===== config.mk =====
export PLATFORM = sky130hd
export DESIGN_NAME = reaction_round_controller_flat
export DESIGN_NICKNAME = d
export VERILOG_FILES = /design/src/rtl/reaction_round_controller_if.sv /design/src/rtl/reaction_round_controller.sv /design/src/flat_wrapper.sv
export SDC_FILE = /design/constraint.sdc
export NUM_CORES = 1
export LEC_CHECK = 0
export CAP_MARGIN = 20
export CORE_MARGIN = 5
export CORE_UTILIZATION = 23
export DETAILED_ROUTE_END_ITERATION = 8
export DONT_BUFFER_PORTS = 1
export HOLD_SLACK_MARGIN = 0.02
export RECOVER_POWER = 25
export SYNTH_ARGS = -nofsm -noshare
export SYNTH_HDL_FRONTEND = slang
export SYNTH_SLANG_ARGS = --single-unit

===== constraint.sdc =====
create_clock -name clk -period 1.9 [get_ports clk]
set_clock_uncertainty 0.1 [all_clocks]
set_input_delay 0.19 -clock clk [delete_from_list [all_inputs] [get_ports clk]]
set_output_delay 0.19 -clock clk [all_outputs]
set_load 0.02 [all_outputs]

===== src/rtl/reaction_round_controller_if.sv =====
`default_nettype none
// =============================================================================
// reaction_round_controller_if
// Game-control and timer-control signals between the round controller and
// its environment (buttons, countdown timer, display).
// Revision: 1.0
// =============================================================================
interface reaction_round_controller_if #(
  parameter int MAX_MS     = 3000,
  parameter int ROUNDS     = 5,
  parameter int MAX_MISSES = 3
);
  logic                                 start;
  logic                                 hit;
  logic                                 pause;
  logic [$clog2(MAX_MS)-1:0]            timer_value;
  logic                                 end_reached;
  logic                                 timer_reset;
  logic                                 timer_enable;
  logic                                 round_active;
  logic [$clog2(ROUNDS+1)-1:0]          round_num;
  logic [$clog2(ROUNDS*MAX_MS+1)-1:0]   score;
  logic [$clog2(MAX_MISSES+1)-1:0]      misses;
  logic                                 game_over;

  modport master (
    output start, hit, pause, timer_value, end_reached,
    input  timer_reset, timer_enable, round_active, round_num, score, misses, game_over
  );

  modport slave (
    input  start, hit, pause, timer_value, end_reached,
    output timer_reset, timer_enable, round_active, round_num, score, misses, game_over
  );
endinterface
`default_nettype wire


===== src/rtl/reaction_round_controller.sv =====
`default_nettype none
// =============================================================================
// reaction_round_controller
// Sequences a countdown timer through a multi-round reaction game and keeps
// score, round and miss counts.
// Revision: 1.0
// =============================================================================
module reaction_round_controller #(
  parameter int MAX_MS     = 3000,
  parameter int ROUNDS     = 5,
  parameter int MAX_MISSES = 3,
  parameter int GAP_CLKS   = 50
) (
  input  wire logic                  clk,
  input  wire logic                  reset,
  reaction_round_controller_if.slave bus
);
  localparam int c_TIMER_W = $clog2(MAX_MS);
  localparam int c_ROUND_W = $clog2(ROUNDS + 1);
  localparam int c_SCORE_W = $clog2(ROUNDS * MAX_MS + 1);
  localparam int c_MISS_W  = $clog2(MAX_MISSES + 1);
  localparam int c_GAP_W   = (GAP_CLKS > 1) ? $clog2(GAP_CLKS) : 1;

  localparam logic [c_ROUND_W-1:0] c_ROUNDS_LAST = c_ROUND_W'(ROUNDS);
  localparam logic [c_MISS_W-1:0]  c_MISS_LAST   = c_MISS_W'(MAX_MISSES);
  localparam logic [c_GAP_W-1:0]   c_GAP_LAST    = c_GAP_W'(GAP_CLKS - 1);

  typedef enum logic [2:0] {
    S_IDLE   = 3'd0,
    S_LOAD   = 3'd1,
    S_SETTLE = 3'd2,
    S_RUN    = 3'd3,
    S_SCORE  = 3'd4,
    S_MISS   = 3'd5,
    S_GAP    = 3'd6,
    S_DONE   = 3'd7
  } state_t;

  state_t                 r_state;
  logic                   r_timer_reset;
  logic                   r_round_active;
  logic                   r_game_over;
  logic [c_ROUND_W-1:0]   r_round_num;
  logic [c_SCORE_W-1:0]   r_score;
  logic [c_MISS_W-1:0]    r_misses;
  logic [c_TIMER_W-1:0]   r_capture;
  logic [c_GAP_W-1:0]     r_gap;
  logic                   w_game_end;

  assign w_game_end = (r_round_num == c_ROUNDS_LAST) || (r_misses == c_MISS_LAST);

  always_ff @(posedge clk) begin
    if (reset) begin
      r_state        <= S_IDLE;
      r_timer_reset  <= 1'b1;
      r_round_active <= 1'b0;
      r_game_over    <= 1'b0;
      r_round_num    <= '0;
      r_score        <= '0;
      r_misses       <= '0;
      r_capture      <= '0;
      r_gap          <= '0;
    end else begin
      case (r_state)
        S_IDLE, S_DONE: begin
          if (bus.start) begin
            r_state       <= S_LOAD;
            r_timer_reset <= 1'b1;
            r_game_over   <= 1'b0;
            r_round_num   <= '0;
            r_score       <= '0;
            r_misses      <= '0;
          end
        end
        S_LOAD: begin
          r_state       <= S_SETTLE;
          r_timer_reset <= 1'b0;
        end
        S_SETTLE: begin
          r_state        <= S_RUN;
          r_round_active <= 1'b1;
        end
        S_RUN: begin
          // Expiry wins over a simultaneous hit; a paused hit is dropped.
          if (bus.end_reached) begin
            r_state        <= S_MISS;
            r_round_active <= 1'b0;
          end else if (bus.hit && !bus.pause) begin
            r_state        <= S_SCORE;
            r_round_active <= 1'b0;
            r_capture      <= bus.timer_value;
          end
        end
        S_SCORE: begin
          r_state     <= S_GAP;
          r_score     <= r_score + c_SCORE_W'(r_capture);
          r_round_num <= r_round_num + c_ROUND_W'(1);
        end
        S_MISS: begin
          r_state     <= S_GAP;
          r_misses    <= r_misses + c_MISS_W'(1);
          r_round_num <= r_round_num + c_ROUND_W'(1);
        end
        S_GAP: begin
          if (r_gap == c_GAP_LAST) begin
            r_gap         <= '0;
            r_timer_reset <= 1'b1;
            if (w_game_end) begin
              r_state     <= S_DONE;
              r_game_over <= 1'b1;
            end else begin
              r_state     <= S_LOAD;
            end
          end else begin
            r_gap <= r_gap + c_GAP_W'(1);
          end
        end
        default: begin
          r_state        <= S_IDLE;
          r_timer_reset  <= 1'b1;
          r_round_active <= 1'b0;
          r_game_over    <= 1'b0;
        end
      endcase
    end
  end

  assign bus.timer_reset  = r_timer_reset;
  assign bus.timer_enable = r_round_active & ~bus.pause;
  assign bus.round_active = r_round_active;
  assign bus.round_num    = r_round_num;
  assign bus.score        = r_score;
  assign bus.misses       = r_misses;
  assign bus.game_over    = r_game_over;

endmodule
`default_nettype wire


===== src/flat_wrapper.sv =====
// flat-port wrapper written by rule: the top's interface ports become plain ports
module reaction_round_controller_flat 
#(
  parameter int MAX_MS     = 3000,
  parameter int ROUNDS     = 5,
  parameter int MAX_MISSES = 3,
  parameter int GAP_CLKS   = 50
)
  (clk, reset, bus_start, bus_hit, bus_pause, bus_timer_value, bus_end_reached, bus_timer_reset, bus_timer_enable, bus_round_active, bus_round_num, bus_score, bus_misses, bus_game_over);
  reaction_round_controller_if #(.MAX_MS(MAX_MS), .ROUNDS(ROUNDS), .MAX_MISSES(MAX_MISSES)) bus_i ();
  input  wire logic clk;
  input  wire logic reset;
  input wire logic [$bits(bus_i.start)-1:0] bus_start;
  input wire logic [$bits(bus_i.hit)-1:0] bus_hit;
  input wire logic [$bits(bus_i.pause)-1:0] bus_pause;
  input wire logic [$bits(bus_i.timer_value)-1:0] bus_timer_value;
  input wire logic [$bits(bus_i.end_reached)-1:0] bus_end_reached;
  output wire logic [$bits(bus_i.timer_reset)-1:0] bus_timer_reset;
  output wire logic [$bits(bus_i.timer_enable)-1:0] bus_timer_enable;
  output wire logic [$bits(bus_i.round_active)-1:0] bus_round_active;
  output wire logic [$bits(bus_i.round_num)-1:0] bus_round_num;
  output wire logic [$bits(bus_i.score)-1:0] bus_score;
  output wire logic [$bits(bus_i.misses)-1:0] bus_misses;
  output wire logic [$bits(bus_i.game_over)-1:0] bus_game_over;
  assign bus_i.start = bus_start;
  assign bus_i.hit = bus_hit;
  assign bus_i.pause = bus_pause;
  assign bus_i.timer_value = bus_timer_value;
  assign bus_i.end_reached = bus_end_reached;
  assign bus_timer_reset = bus_i.timer_reset;
  assign bus_timer_enable = bus_i.timer_enable;
  assign bus_round_active = bus_i.round_active;
  assign bus_round_num = bus_i.round_num;
  assign bus_score = bus_i.score;
  assign bus_misses = bus_i.misses;
  assign bus_game_over = bus_i.game_over;
  reaction_round_controller #(.MAX_MS(MAX_MS), .ROUNDS(ROUNDS), .MAX_MISSES(MAX_MISSES), .GAP_CLKS(GAP_CLKS)) u_core (.clk(clk), .reset(reset), .bus(bus_i));
endmodule

==> run metrics <==
number of distinct library cells after synthesis=54; Top Usage Layer GRT=met2; post-route ant nets=0; H-Tree Depth=2; Worst Max-Slew Pin Slew=356 ps; first-pass GRT wire length=10900 um; number of flops mapped to enable cells by yosys=0; Mapped Area=0.00251 mm^2; chip width=115 um; YS warnings=0; Layout fillers=1157; synthesized flop and latch total=43; CTS max path bufs=2; Logic pwr share=26.9%; GRT Residual Overflow=0; Starting Density=23.3%; largest net degree at the start of global routing=32; grt met3 use=4.28%; CTS tree=yes; GRT Total Usage=10.3%; Site Rows=38; CTS sink cnt=43; Critical Path AT=2000 ps; Power Density=717 mW/mm^2; maximum vdd drop=0.000295 V; syn nets=331; # IOs=41; clock network fraction of total power=27.0%; Worst Hold Class=input pin to register; max-slew violations=0; Worst R2R Setup Slack=-20 ps; Min-Delay Startpoint=reset; sw frac=32.2%; multi-input logic area=0.00161 mm^2; CTS clk-pin slew, worst paths=90 ps; DR iter-0 viols=109; drt first pass iters=6; sequential fraction of the synthesis area=34.2%; ANT cells=0; Vias=2224; r2r startpoint=u_core.bus.score[0]$_SDFFE_PP0P_; Max FO, Critical Path=3; Util after Layout=29.1%; FMAX=522 MHz; CTS Buf Count=5; Synth Instances=295; Worst slew margin=76.2%; P_int=1.53 mW; CP required=1980 ps; cell count after placement=456; number of global-route vias before repair=2213; Clock Latency Late Sink=300 ps; GR Util met1=12.1%; gpl congestion=0.816; length in cells of the worst reg-to-reg path=8; via density per instance=4.65; Switch Pwr=0.727 mW; CP endpoint kind=register; Leak=1.31 nW; per-cell routed wire length=13.5 um; Worst Hold Path EP=u_core.r_gap[3]$_SDFFE_PP0P_; Area Growth Syn to Fin=25.0%; syn_area_per_cell=8.53 um^2; Reg area=867 um^2; core area=0.0108 mm^2; met2 usage=16.8%; ys flop type=dfxtp_1; fraction of registers with async set or reset after synthesis=0%; crit start category=register; final hold vios=0; final worst slack=-15.9 ps; number of max-cap violations=0; post-route cell area=0.00314 mm^2; layout cell share with drive strength beyond 1=16.9%; commonest non-fill, non-tap cells in the layout=nor2_1, dfxtp_1, buf_4; DR DRC count=0; Final Total Pwr=2.26 mW; Post-Route WL=6480 um; hold depth=2; final setup fails=2; type of the worst setup path=register to register; placed instance area=0.00293 mm^2; clk root buf=clkbuf_8; Die H=115 um; register share of total power=46.1%; failing checks=negative setup slack; status=finished, violations left; fin crit share=101%; unrepaired setup endpoints after global routing=yes; non-filler instance count after layout=478; IO buf count=0; antenna violations before repair=0; Final #Nets=373; r2r endpoint=u_core.bus.score[10]$_SDFFE_PP0P_; Tmin final=1920 ps; HPWL Detailed=4930 um; Die Area=0.0131 mm^2
worst max-delay path by stage:
stage | from | endpoint | depth (start not counted)
after floorplan | u_core.bus.score[0]$_SDFFE_PP0P_ | u_core.bus.score[10]$_SDFFE_PP0P_ | 8
after global placement | u_core.r_capture[0]$_SDFFE_PP0P_ | u_core.bus.score[10]$_SDFFE_PP0P_ | 8
after detailed placement | u_core.r_capture[0]$_SDFFE_PP0P_ | u_core.bus.score[10]$_SDFFE_PP0P_ | 8
after CTS | u_core.bus.score[0]$_SDFFE_PP0P_ | u_core.bus.score[10]$_SDFFE_PP0P_ | 8
after global routing | u_core.bus.score[0]$_SDFFE_PP0P_ | u_core.bus.score[10]$_SDFFE_PP0P_ | 8
final | u_core.bus.score[0]$_SDFFE_PP0P_ | u_core.bus.score[10]$_SDFFE_PP0P_ | 8
per-stage QoR:
stage / TNS (ps) / worst slack [ps] / hold WS [ps]
global placement: -104 / -45.3 / 160
CTS: -22.5 / -21.9 / 31.8
global route: -442 / -90.8 / 46.3
detailed placement: -215 / -84.5 / 163
floorplan: -37.0 / -37.0 / 234
finish: -16.2 / -15.9 / 40.0
what timing repair did:
| action | CTS | global route |
|---|---|---|
| hold buffers | 13 | 0 |
| setup buffers | 1 | 0 |
| pin swaps | 4 | 6 |
| endpoints found under the hold margin | 30 | 0 |
| resized for setup | 2 | 3 |
| setup endpoints to repair | 5 | 8 |
| gates cloned | 0 | 0 |
registers in the layout (all words and copies together), names as in the netlist:
name                     count
u_core.bus.round_active      1
u_core.bus.misses            2
u_core.bus.timer_reset       1
u_core.bus.round_num         3
u_core.r_gap                 6
u_core.r_state               3
u_core.r_capture            12
u_core.bus.game_over         1
u_core.bus.score            14
synth_stat cells, drive strengths merged, types with 3 or more instances:
cell	count	area share, %
inv	8	1.2
and2b	4	1.2
dfxtp	43	34
nand2b	12	3.4
or3	3	0.75
a211oi	6	2.2
o22ai	3	0.75
ha	17	8.5
a22oi	4	1.2
nand4	4	0.99
o21bai	3	0.90
a22o	4	1.4
nor3	4	0.80
nor2b	3	0.75
xnor2	7	2.4
nand2	18	2.7
buf	8	2.0
nor2	42	6.3
xor2	5	1.7
a21oi	26	5.3
o21ai	12	2.4
clkbuf	6	0.90
a31oi	3	0.75
nand3	4	0.80
a21o	4	1.2
and2	3	0.75
mux2i	14	5.6
layer usage:
metal,wire [um],share of wire [%]
met5,0,0
met4,123,1.9
met3,539,8.3
met2,2900,45
met1,2910,45
power groups by stage:
| stage | clock network [mW] | logic [mW] | registers, mW |
|---|---|---|---|
| floorplan | 0 | 0.405 | 1.03 |
| global placement | 0 | 0.554 | 1.06 |
| detailed placement | 0 | 0.572 | 1.06 |
| CTS | 0.643 | 0.612 | 1.04 |
| global route | 0.674 | 0.680 | 1.05 |
| finish | 0.608 | 0.607 | 1.04 |
cells by family (layout without fill, tap and decap cells):
| kind of cell | count (synthesis) | count (layout) | share of synthesized area [%] |
|---|---|---|---|
| AND/OR/NAND/NOR | 108 | 108 | 21.6 |
| XOR/XNOR | 12 | 12 | 4.18 |
| multiplexers | 14 | 14 | 5.57 |
| AO/OA/AOI/OAI | 78 | 78 | 21.0 |
| flip-flops | 43 | 43 | 34.2 |
| adder cells (fa/ha/maj) | 18 | 18 | 9.25 |
| buffers and inverters | 22 | 65 | 4.08 |
area by class of cell:
class / instances / area share [%]
Sequential cell: 43 / 27.6
Multi-Input combinational cell: 230 / 51.1
Tap cell: 140 / 5.57
Timing Repair Buffer: 49 / 11.9
Clock inverter: 1 / 0.159
Inverter: 8 / 0.955
Clock buffer: 7 / 2.75
critical path: stages, from the launching register on:
cell      delay, ps
dfxtp_4         360
ha_4            130
inv_2            30
fa_2            330
nand2b_4        180
a21oi_4         160
a211oi_2         90
mux2i_1         120
a221o_1         280
No activity file was read; power rests on OpenSTA's default activity.
==> patch (config.mk and constraints unchanged) <==
`ROUNDS` is set to 5 in 3 places; all go to 10.
--- a/src/rtl/reaction_round_controller_if.sv
+++ b/src/rtl/reaction_round_controller_if.sv
@@ -8,5 +8,5 @@
 interface reaction_round_controller_if #(
   parameter int MAX_MS     = 3000,
-  parameter int ROUNDS     = 5,
+  parameter int ROUNDS     = 10,
   parameter int MAX_MISSES = 3
 );
--- a/src/rtl/reaction_round_controller.sv
+++ b/src/rtl/reaction_round_controller.sv
@@ -8,5 +8,5 @@
 module reaction_round_controller #(
   parameter int MAX_MS     = 3000,
-  parameter int ROUNDS     = 5,
+  parameter int ROUNDS     = 10,
   parameter int MAX_MISSES = 3,
   parameter int GAP_CLKS   = 50
--- a/src/flat_wrapper.sv
+++ b/src/flat_wrapper.sv
@@ -3,5 +3,5 @@
 #(
   parameter int MAX_MS     = 3000,
-  parameter int ROUNDS     = 5,
+  parameter int ROUNDS     = 10,
   parameter int MAX_MISSES = 3,
   parameter int GAP_CLKS   = 50
Interface: changed (resized bus_round_num and bus_score); port bits go from 41 to 43. No check against the original RTL was run, so the function may have changed too.
==> patch against the unedited design <==
The run still ends with setup timing left; synthesized area grew 3.3%; wire length grew 7.1%; clock power grew 86%; final area grew 10%; total power grew 9.1%; maximum frequency shrank 5.8%; utilization grew 2.6 points; die area grew 3.0%; sequential cell count grew 2; final cell count grew 2.5%; worst setup slack lost 0.12 ns; critical path depth shrank 1.
==> patch: results <==
set metrics [dict create \
    finalNetCount 385 \
    crit_arrival_ns 2.11 \
    clk_transition_reported_paths_ns 0.07 \
    fill_cells 1154 \
    dpl_worst_slack_ns -0.1622 \
    largest_register_ffs 15 \
    clock_area_share_pct 5.586 \
    p_per_area_nw_per_um2 708.5 \
    grt_pass1_vias 2325 \
    multi_input_area_share_pct 49.37 \
    wl_um 6932 \
    placed_cell_area_um2 3044 \
    num-nonclk-inverters 6 \
    clock_latency_ns 0.28 \
    grt_use_total_pct 10.68 \
    dr.pass1.iters 4 \
    syn_inst 299 \
    seq_share_pct 26.31 \
    dp_hpwl_um 5325 \
    synth_top_area_share_pct 34.67 \
    ctsHoldBuffers 13 \
    violations "setup timing" \
    hold_ws_ns 0.03703 \
    ctsResizeCount 5 \
    power.leakage_uw 0.001302 \
    rr_endpoint "u_core.bus.score[14]$_SDFFE_PP0P_" \
    yosysSeqAreaShare_pct 34.67 \
    nonClkBufAreaFrac_pct 13.05 \
    crit_fanout 4 \
    hold-path-endpoint "u_core.r_state[2]$_SDFFE_PP0P_" \
    vdd_drop_max_mv 0.3745 \
    worst_pin_slew_ns 0.4043 \
    grt_pass1_wl_um 11590 \
    num-multi-input-gates 234 \
    worst_slack_ns -0.1349 \
    synth_nets 335 \
    cts-root-buf "clkbuf_16" \
    synth_seq_cells 45 \
    netlist_top_cells_area "dfxtp_1 (35%), ha_1 (8.2%), nor2_1 (6.5%)" \
    finalSetupViolations 6 \
    vias_per_cell 4.708 \
    status "complete, but fails checks" \
    clkbuf_count 5 \
    grt_max_degree 31 \
    drive_gt1_share_pct 25.14 \
    drt-initial-drc-count 60 \
    synth_common_cells "dfxtp_1 (45), nor2_1 (45), a21oi_1 (23), nand2_1 (20), ha_1 (17)" \
    final.setup.tns_ns -0.4895 \
    gp_congestion 0.8337 \
    synth_cell_types 60 \
    buffers 57 \
    avgSynthCellArea_um2 8.691 \
    reg2regPathDepth 7 \
]
patch: cell count changes after synthesis, sizes merged, moves of 3 or more:
cell,unedited run,this run
nor3,4,7
o31ai,0,3
nand2b,12,4
and2b,4,1
nor2,42,47
nand3,4,7
nand2,18,23
patch: kinds of logic after synthesis:
kind of cell,count (synthesis),share of synthesized area [%]
AND/OR/NAND/NOR,107,19.88
flip-flops,45,34.67
multiplexers,13,5.007
adder cells (fa/ha/maj),18,8.955
buffers and inverters,20,4.477
XOR/XNOR,13,4.381
AO/OA/AOI/OAI,83,22.63
patch: where the power goes:
group | leakage [uW] | internal [uW] | total [uW] | switching [uW]
Sequential | 0.000367 | 963 | 1010 | 50.2
Clock | 0.0000944 | 758 | 1130 | 376
Combinational | 0.000841 | 146 | 312 | 166
patch: metal layers:
metal / part of all wire (%) / GRT usage [%] / up-vias
met5: 0 / 0 / -
li1: - / - / 1169
met4: 0.71 / 2.630 / 0
met2: 51 / 19.26 / 31
met3: 4.1 / 2.021 / 4
met1: 44 / 13.05 / 1103
